==> config.mk <==
export PLATFORM = sky130hd
export DESIGN_NAME = control_sequencer
export DESIGN_NICKNAME = d
export VERILOG_FILES = /design/src/rtl/control_sequencer.sv
export SDC_FILE = /design/constraint.sdc
export NUM_CORES = 1
export LEC_CHECK = 0
export BUFFER_PORTS_ARGS = -buffer_cell sky130_fd_sc_hd__buf_2
export CAP_MARGIN = 20
export CORE_MARGIN = 3
export CORE_UTILIZATION = 37
export CTS_BUF_LIST = sky130_fd_sc_hd__clkbuf_4
export CTS_CLUSTER_DIAMETER = 60
export DETAILED_ROUTE_END_ITERATION = 12
export HOLD_SLACK_MARGIN = 0.06
export MAX_ROUTING_LAYER = met4
export PLACE_DENSITY = 0.81
export RECOVER_POWER = 50
export SETUP_SLACK_MARGIN = 0.4
export SYNTH_ARGS = -nofsm -noshare
export SYNTH_HDL_FRONTEND = slang
export SYNTH_SLANG_ARGS = --single-unit
==> constraint.sdc <==
create_clock -name clk -period 1.6 [get_ports clk]
set_clock_uncertainty 0.2 [all_clocks]
set_input_delay 0.32 -clock clk [delete_from_list [all_inputs] [get_ports clk]]
set_output_delay 0.32 -clock clk [all_outputs]
set_load 0.005 [all_outputs]
==> src/rtl/control_sequencer.sv <==
// rtl/control_sequencer.sv - hardwired fetch/execute control unit for the phase-2 datapath
// Optional ILLEGAL_TRAP_EN: illegal opcodes trap to HALT and set the sticky illegal flag.
module control_sequencer #(
    parameter bit MEM_WAIT_EN_DEFAULT = 1'b1
) (
    input  logic        clk,
    input  logic        clr,
    input  logic [31:0] ir,
    input  logic        mem_ready,
    input  logic        stop,
    output logic        read,
    output logic        write,
    output logic        BAout,
    output logic        Rin,
    output logic        Rout,
    output logic        Gra,
    output logic        Grb,
    output logic        Grc,
    output logic        CONN_in,
    output logic        MARin,
    output logic        MDRin,
    output logic        HIin,
    output logic        LOin,
    output logic        Yin,
    output logic        Zin,
    output logic        PCin,
    output logic        IRin,
    output logic        incPC,
    output logic        InPortIn,
    output logic        OutPortIn,
    output logic        HIout,
    output logic        LOout,
    output logic        ZHighOut,
    output logic        ZLowOut,
    output logic        MDRout,
    output logic        PCout,
    output logic        InPortOut,
    output logic        Cout,
    output logic [4:0]  opcode,
    output logic        run,
    output logic        illegal,
    output logic [3:0]  state
);

    typedef enum logic [3:0] {
        S_RST  = 4'b0000,
        S_STOP = 4'b0001,
        S_T0   = 4'b0111,
        S_T1   = 4'b1000,
        S_T2   = 4'b1001,
        S_T3   = 4'b1010,
        S_T4   = 4'b1011,
        S_T5   = 4'b1100,
        S_T6   = 4'b1101,
        S_HALT = 4'b1111
    } state_t;

    typedef enum logic [2:0] {
        C_ALU, C_IMM, C_MULDIV, C_NEGNOT, C_NOP, C_HALT, C_ILL
    } cls_t;

    state_t     state_q, state_d;
    cls_t       cls;
    logic [4:0] alu_code;
    logic       mem_ok;
    logic       unused_ir;

    assign unused_ir = ^ir[26:0];
    assign mem_ok    = MEM_WAIT_EN_DEFAULT ? mem_ready : 1'b1;
    assign state     = state_q;

    always_comb begin
        cls      = C_ILL;
        alu_code = 5'b00000;
        case (ir[31:27])
            5'b00011: begin cls = C_ALU;    alu_code = 5'b00001; end
            5'b00100: begin cls = C_ALU;    alu_code = 5'b00010; end
            5'b00101: begin cls = C_ALU;    alu_code = 5'b01010; end
            5'b00110: begin cls = C_ALU;    alu_code = 5'b01011; end
            5'b00111: begin cls = C_ALU;    alu_code = 5'b01000; end
            5'b01000: begin cls = C_ALU;    alu_code = 5'b01001; end
            5'b01001: begin cls = C_ALU;    alu_code = 5'b00101; end
            5'b01010: begin cls = C_ALU;    alu_code = 5'b00111; end
            5'b01011: begin cls = C_ALU;    alu_code = 5'b00110; end
            5'b01100: begin cls = C_IMM;    alu_code = 5'b00001; end
            5'b01101: begin cls = C_IMM;    alu_code = 5'b01010; end
            5'b01110: begin cls = C_IMM;    alu_code = 5'b01011; end
            5'b01111: begin cls = C_MULDIV; alu_code = 5'b00100; end
            5'b10000: begin cls = C_MULDIV; alu_code = 5'b00011; end
            5'b10001: begin cls = C_NEGNOT; alu_code = 5'b01100; end
            5'b10010: begin cls = C_NEGNOT; alu_code = 5'b01111; end
            5'b11010: cls = C_NOP;
            5'b11011: cls = C_HALT;
            default:  cls = C_ILL;
        endcase
    end

    always_ff @(posedge clk or negedge clr) begin
        if (!clr) state_q <= S_RST;
        else      state_q <= state_d;
    end

`ifdef ILLEGAL_TRAP_EN
    logic illegal_q;
    always_ff @(posedge clk or negedge clr) begin
        if (!clr)                                illegal_q <= 1'b0;
        else if (state_q == S_T2 && cls == C_ILL) illegal_q <= 1'b1;
    end
    assign illegal = illegal_q;
`else
    assign illegal = 1'b0;
`endif

    always_comb begin
        state_d   = state_q;
        read      = 1'b0; write    = 1'b0; BAout     = 1'b0; Rin      = 1'b0;
        Rout      = 1'b0; Gra      = 1'b0; Grb       = 1'b0; Grc      = 1'b0;
        CONN_in   = 1'b0; MARin    = 1'b0; MDRin     = 1'b0; HIin     = 1'b0;
        LOin      = 1'b0; Yin      = 1'b0; Zin       = 1'b0; PCin     = 1'b0;
        IRin      = 1'b0; incPC    = 1'b0; InPortIn  = 1'b0; OutPortIn = 1'b0;
        HIout     = 1'b0; LOout    = 1'b0; ZHighOut  = 1'b0; ZLowOut  = 1'b0;
        MDRout    = 1'b0; PCout    = 1'b0; InPortOut = 1'b0; Cout     = 1'b0;
        opcode    = 5'b00000;
        run       = 1'b0;
        case (state_q)
            S_RST: state_d = S_T0;
            S_STOP: if (!stop) state_d = S_T0;
            S_T0: begin
                run = 1'b1;
                // A pending stop diverts before any fetch strobe fires, so PC is untouched
                if (stop) begin
                    state_d = S_STOP;
                end else begin
                    PCout = 1'b1; MARin = 1'b1; incPC = 1'b1; Zin = 1'b1;
                    state_d = S_T1;
                end
            end
            S_T1: begin
                run = 1'b1;
                read = 1'b1; MDRin = 1'b1; ZLowOut = 1'b1;
                if (mem_ok) begin
                    PCin    = 1'b1;
                    state_d = S_T2;
                end
            end
            S_T2: begin
                run = 1'b1;
                MDRout = 1'b1; IRin = 1'b1;
                case (cls)
                    C_NOP:  state_d = S_T0;
                    C_HALT: state_d = S_HALT;
`ifdef ILLEGAL_TRAP_EN
                    C_ILL:  state_d = S_HALT;
`else
                    C_ILL:  state_d = S_T0;
`endif
                    default: state_d = S_T3;
                endcase
            end
            S_T3: begin
                run = 1'b1;
                Grb = 1'b1; Rout = 1'b1; Yin = 1'b1;
                state_d = S_T4;
            end
            S_T4: begin
                run = 1'b1;
                state_d = S_T5;
                case (cls)
                    C_ALU, C_MULDIV: begin
                        Grc = 1'b1; Rout = 1'b1; Zin = 1'b1; opcode = alu_code;
                    end
                    C_IMM: begin
                        Cout = 1'b1; Zin = 1'b1; opcode = alu_code;
                    end
                    C_NEGNOT: begin
                        Grb = 1'b1; Rout = 1'b1; Zin = 1'b1; opcode = alu_code;
                    end
                    default: ;
                endcase
            end
            S_T5: begin
                run = 1'b1;
                ZLowOut = 1'b1;
                if (cls == C_MULDIV) begin
                    LOin    = 1'b1;
                    state_d = S_T6;
                end else begin
                    Gra = 1'b1; Rin = 1'b1;
                    state_d = S_T0;
                end
            end
            S_T6: begin
                run = 1'b1;
                ZHighOut = 1'b1; HIin = 1'b1;
                state_d = S_T0;
            end
            S_HALT: state_d = S_HALT;
            default: state_d = S_RST;
        endcase
    end

endmodule

== Word level (Yosys, flattened, before mapping) ==
Cells that the tools add are included.
Storage, ports and cells
  flip-flop bits (word level): 4
  bits of input ports: 36
  output and inout bits: 39
  word-level logic and storage cells: 87
Cells by class
  equal/unequal tests: 35
  multiplexer cells: 34
  reduce and logical (&&, ||, !) cells: 17
Operators with widths (number)
  one-hot mux 4 bit (13 select lines): 1
  == test 5 x 4 -> 1 bit (second input constant): 8
  one-hot mux 4 bit (9 select lines): 1
  == test 4 bit (second input constant): 7
  == test 5 bit (second input constant): 5
  two-way mux 1 bit: 21
  == test 5 x 3 -> 1 bit (second input constant): 4
  one-hot mux 3 bit (6 select lines): 1
  OR reduction 2 bit: 9
  two-way mux 4 bit: 4
  two-way mux 5 bit: 2
  == test 3 bit (second input constant): 3
  OR reduction 9 bit: 1
  one-hot mux 4 bit (2 select lines): 1
  OR reduction 7 bit: 1
  == test 3 x 2 -> 1 bit (second input constant): 2
  one-hot mux 1 bit (2 select lines): 3
  OR reduction 3 bit: 2
  == test 5 x 2 -> 1 bit (second input constant): 1
  == test 4 x 1 -> 1 bit (second input constant): 1
  == test 4 x 3 -> 1 bit (second input constant): 1
  logical NOT 4 bit: 1
  != test 2 bit (second input constant): 2
  OR reduction 4 bit: 1
  other kinds (3): 3

== Longest topological paths before layout ==
  depth after elaboration: 7
  depth in mapped cells: 6
  gate-level depth less buffers: 4

== Least setup slack after synthesis ==
Ideal clock, no wire load.
  path type: reg2out
  start: register state_q[2], in the netlist state[2]
  end: output port opcode[1]
  data arrival time: 1.241 ns
  required time: 1.080 ns
  setup slack: -0.161 ns
  stages on the path, launching flop included: 6
  buffers on the path: 1
  path through: dfrtp_1 nand2b_4 nand2b_1 buf_2 or3_1 o31ai_1
On the way
  word-level cells in the longest chain between the ends: 2
RTL lines
  from (decl): line 62  | state_t state_q, state_d;
  from (signal assigned): line 100  | else state_q <= state_d;
  == test 4 bit: line 125  | case (state_q)
  two-way mux 5 bit: line 125
  to (decl): line 39  | output logic [4:0] opcode,
No other way between the ends.

== Worst setup path after layout ==
Same ends and word-level chain as after synthesis.

==> results.tsv <==
stage	metric	value	unit
run_status	status	finished, violations left	
run_status	failing checks	negative setup slack	
yosys	asr flop ratio synth	100	%
global_route	vias in the first global route	1248	
route	met2 wire length	2.10	mm
layout	n_diodes	0	
floorplanning	Die W	56.3	um
timing	FMAX	498	MHz
yosys	FF+latch count, synth	4	
global_route	GRT overflow	0	
route	Max Used Layer	met4	
yosys	Cell variety after synth	46	
route	met3 WL	170	um
cts	Clk pin slew, worst setup/hold paths	50	ps
yosys	synthesized area per cell	7.05	sq um
layout	Finished Layout Cells	233	
power_and_ir_drop	power density cells	866	mW/mm^2
power_and_ir_drop	VDD IR-drop max	0.852	mV
timing	period utilisation layout	125	%
timing	Hold Vio Cnt, Final	0	
cts	H-tree levels	1	
yosys	Top FF cell, synth	dfrtp_1	
cts	CTS Buf Count	3	
critical_path	Crit Reg-Reg Startpoint	state[0]	
placed_design	routability congestion estimate	0.927	
route	Pre-antenna DRT Iters	4	
critical_path	Worst Path Max Fanout	6	
power_and_ir_drop	static leakage power	0.872	nW
critical_path	crit start category	register	
cts	clock sink count	4	
route	first-iteration detailed-routing DRC count	29	
yosys	synthesized instance count	133	
critical_path	Crit path required time	1080	ps
global_route	Global Route Usage Sum	22.1	%
floorplanning	Ports	75	
critical_path	RR Endpoint	state[1]	
layout	P&R area growth vs syn	94.0	%
layout	number of flip-flops in the largest register	4	
timing	unrepaired setup endpoints after global routing	yes	
critical_path	CP peak stage delay	380	ps
layout	Final nets	242	
route	final routed DRC violation total	0	
placed_design	Port-buffer cells	37	
cts	CTS tree	yes	
cts	clk_lat worst skew	250	ps
critical_path	Cell Chain, Critical Path	nand2b_4, nand2b_4, or3_1, o31ai_1, buf_2	
job	max-cap violations	0	
route	ANT nets after route	0	
route	routed vias/inst	5.38	
critical_path	R2R depth	7	
yosys	number of enable flip-flop cells after synthesis	0	
floorplanning	Core Region	0.00230	sq mm
layout	multi-input logic area	910	sq um
worst_hold_path	min-delay worst type	primary input to asynchronous set/reset pin	
floorplanning	Starting Density	40.8	%
critical_path	Crit. Startpoint	state[2]	
yosys	synth top area cells	buf_4 (16%), dfrtp_1 (11%), a21oi_1 (5.9%)	
layout	share of layout cells above drive strength 1	65.4	%
timing	final setup fails	30	
global_route	largest net degree at the start of global routing	16	
critical_path	CP Capture Type	primary output	
route	Routed WL	3.82	mm
placed_design	Post-Place Worst Slack	-266	ps
floorplanning	Site Rows	17	
route	drt wl/cell	16.4	um
global_route	first-pass GRT wire length	5.50	mm
yosys	YS warnings	0	
critical_path	critical path class	register to primary output	
critical_path	crit path to	opcode[1]	
route	met1 wire length	1.43	mm
critical_path	Critical Path AT	1490	ps
critical_path	Slowest cell on crit path	dfrtp_1	
floorplanning	die height	56.3	um
power_and_ir_drop	Tot Pwr	1.57	mW
yosys	Mapped Area	937	sq um
placed_design	Final HPWL DP	2.49	mm
floorplanning	die area	0.00317	sq mm
timing	Setup WS post-layout	-407	ps
yosys	Yosys top cell area share	16.0	%
timing	Final Slew Violations	0	
route	vias after detailed routing	1253	
timing	minimum clock period	2010	ps
critical_path	most frequent CP cell	nand2b_4	
yosys	Seq/Total Area, Yosys	10.7	%
placed_design	Inst Count DP	213	
cts	clock buffer depth	2	
layout	Filler cells	154	
cts	root buf cell	clkbuf_4	
critical_path	reg2reg setup slack	-210	ps
global_route	initial antenna violation count	0	
layout	Register Area	103	sq um
timing	WHS	225	ps
yosys	largest area contributor in the netlist	buf_4	
[layout make-up]
type | instances | share of cell area (%)
multi-input combinational | 103 | 50.0
timing repair buffer | 87 | 39.3
sequential | 4 | 5.64
tap | 28 | 1.93
clock buffer | 4 | 1.65
inverter | 7 | 1.45
[report_power, final]
part / switching [mW] / internal, mW / total (mW) / leakage, nW
Clock: 0.0562 / 0.111 / 0.168 / 0.0184
Combinational: 0.593 / 0.653 / 1.25 / 0.802
Sequential: 0.0283 / 0.133 / 0.161 / 0.0513
Total: 0.678 / 0.897 / 1.57 / 0.872
[critical path: cells and delay by family, from the launching register on]
kind                   cells  cell delay, ps
buffers and inverters      1             150
AND/OR/NAND/NOR            3             630
flip-flops                 1             380
AO/OA/AOI/OAI              1              70
[Yosys cell counts (2+ instances only)]
library cell and n:
or3_1 2, nand2b_1 7, nor2_1 10, a211oi_1 2, inv_1 7, o21ai_0 8
a21oi_1 11, o211ai_1 3, nor3_1 4, buf_4 20, nand3_1 4, dfrtp_1 4
nand2_1 6, buf_2 4, xnor2_1 3, nor2b_1 3, nor3b_2 2, and2_1 2
buf_6 2, o31ai_1 3
[what timing repair did]
item                                    4_1_cts  5_1_grt
pin swaps                                    13        6
buffers inserted                              9        6
hold buffers                                  1        0
endpoints found under the hold margin         4        0
endpoints found under the setup margin       33       33
resized for setup                            38       26
[metal layers]
metal,track usage (%),up-vias
met5,-,-
met4,8.47,0
met1,21.7,599
met2,44.7,49
li1,-,595
met3,0.690,10
[cells by family (layout without fill, tap and decap cells)]
family	count (synthesis)	in the layout	share of synthesized area [%]
buffers and inverters	35	98	24.3
other	1	10	0.400
multiplexers	1	1	1.07
flip-flops	4	4	10.7
AND/OR/NAND/NOR	48	48	29.8
XOR/XNOR	3	3	2.80
AO/OA/AOI/OAI	41	41	31.0
[metrics by stage]
stage                     util [%]  setup TNS (ps)  cell area, sq um
after floorplan                  -            -278              1140
after global placement        59.7           -1960              1370
after detailed placement      59.7           -2540              1370
after CTS                     71.1           -5900              1630
after global routing          79.1           -9150              1820
final                         79.1           -8110              1820
[worst min path at each step]
stage,slack [ps],from,depth (start not counted),end
2_1_floorplan,-180,clr,0,state[0]
3_3_place_gp,-80,clr,1,state[3]
3_5_place_dp,-80,clr,1,state[1]
4_1_cts,210,clr,2,state[2]
5_1_grt,240,clr,2,state[2]
6_report,220,clr,2,state[2]
[placed cells by master, fill, tap and decap left out, types with 5 or more instances in the layout]
cell     count
a21oi_1      9
conb_1      10
buf_4       29
buf_6       26
buf_2       27
inv_1        6
nand2_1      5
Note: power is estimated with default switching activity, not from simulation.
